==> src/rtl/pc_ifid_control_if.sv <==
// Bundle between the PC / IF-ID control block and its environment (hazard unit,
// redirect sources, fetch stage and decode stage).
interface pc_ifid_control_if #(
    parameter int inst_width = 32
);
    logic                  stall;
    logic                  branch_taken;
    logic [inst_width-1:0] branch_target;
    logic                  jump;
    logic [inst_width-1:0] jump_target;
    logic [inst_width-1:0] fetch_instruction;
    logic [inst_width-1:0] fetch_pc_plus4;
    logic [inst_width-1:0] pc;
    logic [inst_width-1:0] if_id_instruction;
    logic [inst_width-1:0] if_id_pc_plus4;
    logic                  if_id_valid;
    logic                  misalign_err;

    modport master (
        output stall, branch_taken, branch_target, jump, jump_target,
               fetch_instruction, fetch_pc_plus4,
        input  pc, if_id_instruction, if_id_pc_plus4, if_id_valid, misalign_err
    );

    modport slave (
        input  stall, branch_taken, branch_target, jump, jump_target,
               fetch_instruction, fetch_pc_plus4,
        output pc, if_id_instruction, if_id_pc_plus4, if_id_valid, misalign_err
    );
endinterface

==> src/rtl/pc_ifid_control.sv <==
// Program counter and IF/ID pipeline register with stall, branch/jump redirect
// and bubble insertion for a 5-stage MIPS pipeline.
module pc_ifid_control #(
    parameter int                    inst_width = 32,
    parameter logic [inst_width-1:0] reset_pc   = 32'h0000_0000,
    parameter logic [inst_width-1:0] nop_inst   = 32'h0000_0000
) (
    input  logic                  clk,
    input  logic                  rst_n,
    pc_ifid_control_if.slave      bus
);

    typedef enum logic [1:0] {
        act_seq    = 2'b00,
        act_hold   = 2'b01,
        act_branch = 2'b10,
        act_jump   = 2'b11
    } action_t;

    function automatic logic is_misaligned(input logic [inst_width-1:0] target);
        return (target[1:0] != 2'b00);
    endfunction

    function automatic logic [inst_width-1:0] align_word(input logic [inst_width-1:0] target);
        return {target[inst_width-1:2], 2'b00};
    endfunction

    action_t               action_s;
    logic [inst_width-1:0] pc_r;
    logic [inst_width-1:0] if_id_instruction_r;
    logic [inst_width-1:0] if_id_pc_plus4_r;
    logic                  if_id_valid_r;
    logic                  misalign_err_r;
    logic [inst_width-1:0] pc_s;
    logic [inst_width-1:0] if_id_instruction_s;
    logic [inst_width-1:0] if_id_pc_plus4_s;
    logic                  if_id_valid_s;
    logic                  misalign_err_s;

    // Priority selection: the branch is the oldest instruction, so it beats stall and jump.
    always_comb begin
        action_s = act_seq;
        if (bus.branch_taken) begin
            action_s = act_branch;
        end else if (bus.stall) begin
            action_s = act_hold;
        end else if (bus.jump) begin
            action_s = act_jump;
        end else begin
            action_s = act_seq;
        end
    end

    // Next-state values for PC, IF/ID and the sticky misalignment flag.
    always_comb begin
        pc_s                = pc_r;
        if_id_instruction_s = if_id_instruction_r;
        if_id_pc_plus4_s    = if_id_pc_plus4_r;
        if_id_valid_s       = if_id_valid_r;
        misalign_err_s      = misalign_err_r;
        case (action_s)
            act_branch: begin
                pc_s                = align_word(bus.branch_target);
                if_id_instruction_s = nop_inst;
                if_id_pc_plus4_s    = {inst_width{1'b0}};
                if_id_valid_s       = 1'b0;
                misalign_err_s      = misalign_err_r | is_misaligned(bus.branch_target);
            end
            act_jump: begin
                pc_s                = align_word(bus.jump_target);
                if_id_instruction_s = nop_inst;
                if_id_pc_plus4_s    = {inst_width{1'b0}};
                if_id_valid_s       = 1'b0;
                misalign_err_s      = misalign_err_r | is_misaligned(bus.jump_target);
            end
            act_seq: begin
                // The fetch stage owns PC arithmetic, including wrap-around.
                pc_s                = bus.fetch_pc_plus4;
                if_id_instruction_s = bus.fetch_instruction;
                if_id_pc_plus4_s    = bus.fetch_pc_plus4;
                if_id_valid_s       = 1'b1;
            end
            act_hold: begin
                pc_s = pc_r;
            end
            default: begin
                pc_s = pc_r;
            end
        endcase
    end

    // State registers; reset discards any pending redirect or stall.
    always_ff @(posedge clk or negedge rst_n) begin
        if (!rst_n) begin
            pc_r                <= reset_pc;
            if_id_instruction_r <= nop_inst;
            if_id_pc_plus4_r    <= {inst_width{1'b0}};
            if_id_valid_r       <= 1'b0;
            misalign_err_r      <= 1'b0;
        end else begin
            pc_r                <= pc_s;
            if_id_instruction_r <= if_id_instruction_s;
            if_id_pc_plus4_r    <= if_id_pc_plus4_s;
            if_id_valid_r       <= if_id_valid_s;
            misalign_err_r      <= misalign_err_s;
        end
    end

    assign bus.pc                = pc_r;
    assign bus.if_id_instruction = if_id_instruction_r;
    assign bus.if_id_pc_plus4    = if_id_pc_plus4_r;
    assign bus.if_id_valid       = if_id_valid_r;
    assign bus.misalign_err      = misalign_err_r;

endmodule

==> src/flat_wrapper.sv <==
// flat-port wrapper written by rule: the top's interface ports become plain ports
module pc_ifid_control_flat 
#(
    parameter int                    inst_width = 32,
    parameter logic [inst_width-1:0] reset_pc   = 32'h0000_0000,
    parameter logic [inst_width-1:0] nop_inst   = 32'h0000_0000
)
  (clk, rst_n, bus_stall, bus_branch_taken, bus_branch_target, bus_jump, bus_jump_target, bus_fetch_instruction, bus_fetch_pc_plus4, bus_pc, bus_if_id_instruction, bus_if_id_pc_plus4, bus_if_id_valid, bus_misalign_err);
  pc_ifid_control_if #(.inst_width(inst_width)) bus_i ();
  input  logic clk;
  input  logic rst_n;
  input wire logic [$bits(bus_i.stall)-1:0] bus_stall;
  input wire logic [$bits(bus_i.branch_taken)-1:0] bus_branch_taken;
  input wire logic [$bits(bus_i.branch_target)-1:0] bus_branch_target;
  input wire logic [$bits(bus_i.jump)-1:0] bus_jump;
  input wire logic [$bits(bus_i.jump_target)-1:0] bus_jump_target;
  input wire logic [$bits(bus_i.fetch_instruction)-1:0] bus_fetch_instruction;
  input wire logic [$bits(bus_i.fetch_pc_plus4)-1:0] bus_fetch_pc_plus4;
  output wire logic [$bits(bus_i.pc)-1:0] bus_pc;
  output wire logic [$bits(bus_i.if_id_instruction)-1:0] bus_if_id_instruction;
  output wire logic [$bits(bus_i.if_id_pc_plus4)-1:0] bus_if_id_pc_plus4;
  output wire logic [$bits(bus_i.if_id_valid)-1:0] bus_if_id_valid;
  output wire logic [$bits(bus_i.misalign_err)-1:0] bus_misalign_err;
  assign bus_i.stall = bus_stall;
  assign bus_i.branch_taken = bus_branch_taken;
  assign bus_i.branch_target = bus_branch_target;
  assign bus_i.jump = bus_jump;
  assign bus_i.jump_target = bus_jump_target;
  assign bus_i.fetch_instruction = bus_fetch_instruction;
  assign bus_i.fetch_pc_plus4 = bus_fetch_pc_plus4;
  assign bus_pc = bus_i.pc;
  assign bus_if_id_instruction = bus_i.if_id_instruction;
  assign bus_if_id_pc_plus4 = bus_i.if_id_pc_plus4;
  assign bus_if_id_valid = bus_i.if_id_valid;
  assign bus_misalign_err = bus_i.misalign_err;
  pc_ifid_control #(.inst_width(inst_width), .reset_pc(reset_pc), .nop_inst(nop_inst)) u_core (.clk(clk), .rst_n(rst_n), .bus(bus_i));
endmodule
==> config.mk <==
export PLATFORM = sky130hd
export DESIGN_NAME = pc_ifid_control_flat
export DESIGN_NICKNAME = d
export VERILOG_FILES = /design/src/rtl/pc_ifid_control_if.sv /design/src/rtl/pc_ifid_control.sv /design/src/flat_wrapper.sv
export SDC_FILE = /design/constraint.sdc
export NUM_CORES = 1
export LEC_CHECK = 0
export ABC_AREA = 1
export CAP_MARGIN = 40
export CORE_MARGIN = 3
export CORE_UTILIZATION = 40
export DETAILED_ROUTE_END_ITERATION = 10
export PLACE_DENSITY = 0.81
export SLEW_MARGIN = 30
export SYNTH_ARGS = -nofsm -noshare
export SYNTH_HDL_FRONTEND = slang
export SYNTH_SLANG_ARGS = --single-unit
==> constraint.sdc <==
create_clock -name clk -period 0.8 [get_ports clk]
set_input_delay 0.12 -clock clk [delete_from_list [all_inputs] [get_ports clk]]
set_output_delay 0.12 -clock clk [all_outputs]
set_load 0.05 [all_outputs]
==> results of run 1 <==
==> stage by stage <==
step / hold slack, ps / instances / setup slack, ps
after CTS: 149 / 1003 / -321
after detailed placement: 12.7 / 908 / -1160
after global placement: 6.17 / 908 / -1040
after floorplan: -176 / 559 / -329
==> what timing repair did <==
action                                  in CTS
endpoints found under the hold margin       96
gates cloned                                24
pin swaps                                  109
endpoints found under the setup margin     194
resized for setup                          263
hold buffers                                 1
setup buffers                               55
==> cells in the mapped netlist <==
cell        n  area [um2]
ha_1        3        37.5
nand3_1    65         325
nand2_1   256         961
dfrtp_1    96        2400
buf_4       9        67.6
inv_1       6        22.5
nor2_1     62         233
o21ai_1     5        25.0
inv_2       1        3.75
o21ai_0    26         130
buf_2      22         110
clkbuf_1    2        7.51
buf_6       6        67.6
==> cell families after synthesis <==
kind of cell	after synthesis
flip-flops	96
AND/OR/NAND/NOR	383
adder cells (fa/ha/maj)	3
buffers and inverters	46
AO/OA/AOI/OAI	31
==> flow_summary.json, run 1 <==
{
  "syn_nets": 695,
  "synth-seq-area-share_pct": 54.7,
  "cts_made_buffers": 9,
  "ioPinCount": 231,
  "clockBufferDepth": 2,
  "first-error": "[ERROR DPL-0038] Utilization greater than 100%, impossible to legalize",
  "stop_stage": "5_1_grt",
  "yosysWarningCount": 0,
  "ys_seq_elements": 96,
  "synth.avg_cell_area_um2": 7.86,
  "synth_xor_xnor_area_share_pct": 0,
  "outcome": "aborted with a tool error",
  "hpwlAfterDp_um": 12200,
  "synth_top_family_by_area": "simple AND/OR/NAND/NOR gates",
  "synthMuxAreaShare_pct": 0,
  "fp.dieW_um": 111,
  "worstEndpointType": "sequential cell input",
  "yosys.area_share.adder_pct": 0.854,
  "clock-sinks": 96,
  "portBuffers": 230,
  "grt_max_degree": 37,
  "synth_compound_area_share_pct": 3.53,
  "syn_area_um2": 4390,
  "num_rows": 37,
  "cts_max_level": 3,
  "synthCells": 559,
  "synth-simple-area-share_pct": 34.6,
  "fp.dieH_um": 111,
  "gp_congestion": 0.877,
  "synth_cell_type_count": 13,
  "cts-root-buf": "clkbuf_8",
  "place_area_um2": 7940,
  "grt_repair_worst_endpoint": "u_core.bus.pc[13]$_DFFE_PN0P_/D",
  "initial_utilization_pct": 41.8
}
==> run 2: changes to the inputs <==
CORE_UTILIZATION = 35   (was 40)
PLACE_DENSITY = default   (was 0.81)
PLACE_DENSITY_LB_ADDON = 0.15   (was default)
==> flow_summary.json, run 2 <==
{
  "outcome": "finished with violations",
  "violations": "negative setup slack",
  "vias_per_cell": 5.00,
  "cts-root-buf": "clkbuf_16",
  "synthMuxAreaShare_pct": 0,
  "clock.fmax_ghz": 0.864,
  "coreArea_um2": 12200,
  "grt_overflow": 0,
  "met3_usage_pct": 6.20,
  "syn_area_um2": 4390,
  "slew_headroom_pct": 81.9,
  "grt_max_degree": 51,
  "final_area_um2": 9620,
  "worst_slack_ps": -357,
  "cp.required_ps": 1070,
  "ys_seq_elements": 96,
  "post-synth-top-area-cell": "dfrtp_1",
  "ioPinCount": 231,
  "gp_congestion": 0.837,
  "startpoint_type": "input pin",
  "yosys.area_share.adder_pct": 0.854,
  "p_per_area_nw_per_um2": 1790,
  "hpwlAfterDp_um": 10700,
  "num_antenna_cells": 0,
  "hold_path_class": "input pin to async pin",
  "busiest_layer": "met2",
  "cpPeakStageDelay_ps": 280,
  "worstPathArrival_ps": 1430,
  "dr.first_iter.drc_count": 394,
  "layout.nets": 985,
  "cts_made_buffers": 9,
  "criticalPathCategory": "input pin to flop",
  "post-route-util_pct": 79.1,
  "synth-seq-area-share_pct": 54.7,
  "final_common_cell": "nand2_1",
  "rsz0062_at_grt": "yes",
  "fp.dieH_um": 118,
  "synth-simple-area-share_pct": 34.6,
  "totalWireLength_um": 18300,
  "portBuffers": 230,
  "tightest_slew_ps": 272,
  "synth_top_area_share_pct": 54.7,
  "synth_ff_type": "dfrtp_1",
  "skew_ps": 0,
  "finalCriticalPeriod_ps": 1160,
  "path_common_cell": "buf_12",
  "p_leak_nw": 4.49,
  "drive_gt1_share_pct": 36.6,
  "synth.avg_cell_area_um2": 7.86,
  "fin_crit_sh_pct": 145,
  "place_area_um2": 7970,
  "yosysWarningCount": 0,
  "clockBufferDepth": 2,
  "clk_pin_slew_ps": 70,
  "dp_cells": 936,
  "hold-worst-slack_ps": 163,
  "synth_compound_area_share_pct": 3.53,
  "fp.dieW_um": 118,
  "die_area_um2": 13900,
  "grt_pass1_vias": 4876,
  "cts_tree": "done",
  "routedWlPerCell_um": 17.9,
  "synth_top_family_by_area": "simple AND/OR/NAND/NOR gates",
  "async_reset_ff_share_pct": 100,
  "synth_edf_count": 0,
  "maxCapViolCount": 0,
  "syn_nets": 695,
  "final_cells": 1020,
  "grt_use_met1_pct": 28.5,
  "crit_path_top_delay_cell": "ha_4",
  "yosysMostFrequentCell": "nand2_1",
  "critPathMaxFanout": 8,
  "synthCells": 559,
  "syn_to_final_growth_pct": 119,
  "initial_utilization_pct": 36.1,
  "antenna_found_initial": 0,
  "grt_use_met2_pct": 39.2,
  "cts_max_level": 3,
  "nFillCells": 739,
  "setup_viol": 194,
  "grt_pass1_wl_um": 26000,
  "vias": 5097,
  "ff_latch_area_um2": 2400,
  "final_cell_mix": "221 x nand2_1, 128 x clkdlybuf4s50_1, 116 x buf_12",
  "synth_cell_type_count": 13,
  "synth_xor_xnor_area_share_pct": 0,
  "multiInputGateArea_um2": 2180,
  "ant_nets": 0,
  "irDropWorstVdd_v": 0.00100,
  "drt-pass1-iter-count": 5,
  "finalHoldViolCount": 0,
  "drc": 0,
  "finalMaxSlewViolations": 0,
  "cp_cell_sequence": "buf_12 > o21ai_4 > buf_4 > buf_6 > ha_4 > buf_12 > clkbuf_16 > nand3_1 > nand2_1",
  "track_usage_pct": 23.1,
  "num_rows": 40,
  "clock-sinks": 96,
  "synthTopCellsByCount": "256 x nand2_1, 96 x dfrtp_1, 65 x nand3_1",
  "synth_area_leaders": "dfrtp_1 55%, nand2_1 22%, nand3_1 7.4%",
  "worst_setup_path_end_kind": "flop",
  "clock_latency_ps": 330
}
[run 2: cell counts after synthesis]
Identical to the previous run, type by type.
[run 2: logic make-up (layout without fill, tap and decap cells)]
kind of cell / Yosys count / count (layout)
AND/OR/NAND/NOR: 383 / 383
flip-flops: 96 / 96
buffers and inverters: 46 / 339
AO/OA/AOI/OAI: 31 / 31
adder cells (fa/ha/maj): 3 / 3
[run 2: critical path: cells and delay by family]
family,cells,cell delay [ps]
compound gates,1,150
simple gates,2,180
buf+inv,5,700
fa+ha+maj,1,280
[run 2: metal layers]
layer  vias to the layer above  wire (um)
met5                         -          0
met4                         0        501
met3                        45       1410
met2                       250       9370
met1                      2460       6970
li1                       2342          -
[run 2: what timing repair did]
action | CTS | global route
pin swaps | 28 | 43
hold buffers | 1 | 0
hold endpoints to repair | 96 | 0
setup endpoints to repair | 194 | 194
gates cloned | 9 | 11
buffers inserted | 25 | 28
resized for setup | 120 | 74
[run 2: layout make-up]
cell class / instances / share of cell area [%]
Timing Repair Buffer: 318 / 46.7
Sequential cell: 96 / 25.0
Multi-Input combinational cell: 417 / 22.7
Clock buffer: 11 / 2.63
Tap cell: 168 / 2.19
Clock inverter: 3 / 0.442
Inverter: 7 / 0.403
[run 2: metrics by stage]
step,setup WS (ps),total power [mW],setup TNS [ps]
floorplan,-329,8.32,-25020
global placement,-989,11.6,-90890
detailed placement,-1080,11.6,-94560
CTS,-275,16.8,-38950
global route,-385,17.9,-53290
finish,-357,17.2,-47500
[run 2: final timing paths]
check / endpoint / startpoint / depth (start not counted) / slack [ps]
setup / recovery: u_core.bus.if_id_instruction[3]$_DFFE_PN0P_ / bus_stall / 9 / -360
hold / removal: u_core.bus.if_id_instruction[27]$_DFFE_PN0P_ / rst_n / 2 / 160
setup reg to reg: u_core.bus.pc[5]$_DFFE_PN0P_ / u_core.bus.pc[5]$_DFFE_PN0P_ / 4 / -110
hold reg to reg: u_core.bus.misalign_err$_DFFE_PN0P_ / u_core.bus.misalign_err$_DFFE_PN0P_ / 2 / 530
max in group asynchronous: u_core.bus.pc[19]$_DFFE_PN0P_ / rst_n / 3 / 180
min in group clk: u_core.bus.misalign_err$_DFFE_PN0P_ / bus_branch_taken / 7 / 310
[run 2: power by group]
group	internal [mW]	switching, mW
logic	3.64	3.41
clock network	2.56	1.79
registers	5.30	0.507
total	11.5	5.71
Power figures use the tool's default switching activity.
==> run 3: changes to the inputs <==
ABC_AREA = 0   (was 1)
==> flow_summary.json, run 3 <==
{
  "outcome": "finished with violations",
  "violations": "negative setup slack",
  "track_usage_pct": 29.4,
  "syn_nets": 599,
  "grt_overflow": 0,
  "cts_made_buffers": 9,
  "coreArea_um2": 11600,
  "drive_gt1_share_pct": 56.2,
  "async_reset_ff_share_pct": 100,
  "grt_use_met1_pct": 31.7,
  "clk_pin_slew_ps": 70,
  "worstPathArrival_ps": 1600,
  "worst_slack_ps": -511,
  "hpwlAfterDp_um": 11300,
  "worst_setup_path_end_kind": "flop",
  "grt_use_met2_pct": 54.2,
  "tightest_slew_ps": 447,
  "cts_max_level": 3,
  "syn_to_final_growth_pct": 156,
  "yosys.area_share.adder_pct": 0.886,
  "routedWlPerCell_um": 25.6,
  "power_mw": 18.2,
  "place_area_um2": 8250,
  "synthCells": 463,
  "maxCapViolCount": 0,
  "synth_compound_area_share_pct": 18.8,
  "met3_usage_pct": 6.95,
  "grt_pass1_wl_um": 30000,
  "finalHoldViolCount": 0,
  "clock_latency_ps": 340,
  "finalCriticalPeriod_ps": 1310,
  "ys_seq_elements": 96,
  "final_cells": 966,
  "initial_utilization_pct": 36.5,
  "critPathMaxFanout": 8,
  "antenna_found_initial": 3,
  "cts-root-buf": "clkbuf_16",
  "clock-sinks": 96,
  "yosysMostFrequentCell": "nand2_1",
  "synth-seq-area-share_pct": 56.7,
  "p_leak_nw": 4.93,
  "irDropWorstVdd_v": 0.00122,
  "setup_viol": 194,
  "yosysWarningCount": 0,
  "fp.dieH_um": 116,
  "grt_pass1_vias": 5620,
  "syn_area_um2": 4240,
  "hold_path_class": "input pin to flop",
  "hold-worst-slack_ps": 319,
  "startpoint_type": "input pin",
  "nFillCells": 358,
  "synth_top_area_share_pct": 56.7,
  "rrSetupSlack_ps": -200,
  "final_common_cell": "clkdlybuf4s50_1",
  "busiest_layer": "met2",
  "synth_cell_type_count": 18,
  "cp.required_ps": 1090,
  "drc": 0,
  "clock.fmax_ghz": 0.763,
  "dr.first_iter.drc_count": 442,
  "die_area_um2": 13500,
  "vias_per_cell": 5.63,
  "ioPinCount": 231,
  "totalWireLength_um": 24700,
  "synth_edf_count": 0,
  "skew_ps": 0,
  "num_rows": 39,
  "grt_max_degree": 36,
  "synth_xor_xnor_area_share_pct": 0,
  "synth_ff_type": "dfrtp_1",
  "final_area_um2": 10800,
  "synthMuxAreaShare_pct": 0.266,
  "synth_top_family_by_area": "compound AO/OA/AOI/OAI gates",
  "slew_headroom_pct": 70.0,
  "layout.nets": 953,
  "ant_nets": 0,
  "final_cell_mix": "128 x clkdlybuf4s50_1, 126 x buf_12, 88 x dfrtp_1",
  "cts_tree": "done",
  "fin_crit_sh_pct": 164,
  "dp_cells": 850,
  "clockBufferDepth": 2,
  "synth-simple-area-share_pct": 16.6,
  "criticalPathCategory": "input pin to flop",
  "rsz0062_at_grt": "yes",
  "finalMaxSlewViolations": 0,
  "gp_congestion": 0.831,
  "synth_area_leaders": "dfrtp_1 57%, nand2_1 13%, o21ai_0 7.7%",
  "portBuffers": 230,
  "p_per_area_nw_per_um2": 1680,
  "synth.avg_cell_area_um2": 9.15,
  "fp.dieW_um": 116,
  "synthTopCellsByCount": "145 x nand2_1, 96 x dfrtp_1, 65 x o21ai_0",
  "drt-pass1-iter-count": 5,
  "post-synth-top-area-cell": "dfrtp_1",
  "vias": 5434,
  "post-route-util_pct": 93.3
}
run 3: final cells by class:
cell class,count,area (um2),share of cell area [%]
Clock buffer,13,250,2.31
Timing Repair Buffer,381,5300,48.9
Clock inverter,3,17.5,0.162
Tap cell,143,179,1.65
Antenna cell,1,2.50,0.0231
Multi-Input combinational cell,313,2610,24.1
Sequential cell,96,2410,22.3
Inverter,16,62.6,0.578
run 3: critical path, cell delays in order:
cell       delay, ps
buf_8             90
nor2_4            40
nor2_4           150
buf_4            150
ha_4             190
clkbuf_16        180
nand2_1           70
a311oi_1         440
a21o_1           140
run 3: through the flow:
stage	setup TNS (ps)	setup slack, ps
5_1_grt	-57580	-492
2_1_floorplan	-28430	-421
3_3_place_gp	-93920	-1040
6_report	-54820	-511
3_5_place_dp	-99150	-1170
4_1_cts	-44540	-326
run 3: power breakdown:
group / total (mW) / internal [mW] / switching (mW)
logic: 8.14 / 4.20 / 3.95
clock network: 4.16 / 2.19 / 1.97
registers: 5.88 / 5.30 / 0.576
total: 18.2 / 11.7 / 6.49
run 3: what timing repair did:
| item | CTS | global route |
|---|---|---|
| gates cloned | 20 | 6 |
| endpoints found under the hold margin | 96 | 0 |
| hold buffers | 1 | 0 |
| gates resized for setup | 203 | 107 |
| pin swaps | 57 | 56 |
| setup buffers | 48 | 34 |
| setup endpoints to repair | 194 | 194 |
run 3: cells by family (layout without fill, tap and decap cells):
family                     count (synthesis)  after routing
muxes                                      1              1
DFF                                       96             96
and+or+nand+nor                          180            181
AOI/OAI and AO/OA                        128            128
other                                      0              1
adders and majority gates                  3              3
buffers and inverters                     55            413
run 3: worst paths after layout:
path,from,end,depth (start not counted)
setup reg to reg,u_core.bus.pc[16]$_DFFE_PN0P_,u_core.bus.pc[16]$_DFFE_PN0P_,3
setup / recovery,bus_stall,u_core.bus.pc[15]$_DFFE_PN0P_,9
hold reg to reg,u_core.bus.if_id_pc_plus4[7]$_DFFE_PN0P_,u_core.bus.if_id_pc_plus4[7]$_DFFE_PN0P_,2
hold / removal,bus_branch_taken,u_core.bus.misalign_err$_DFFE_PN0P_,5
min in group asynchronous,rst_n,u_core.bus.if_id_instruction[23]$_DFFE_PN0P_,3
max in group asynchronous,rst_n,u_core.bus.pc[20]$_DFFE_PN0P_,3
run 3: per-layer routing:
layer	vias to the layer above	routed length, um
met2	338	13200
met5	-	27
met1	2698	8310
li1	2280	-
met3	114	1760
met4	4	1430
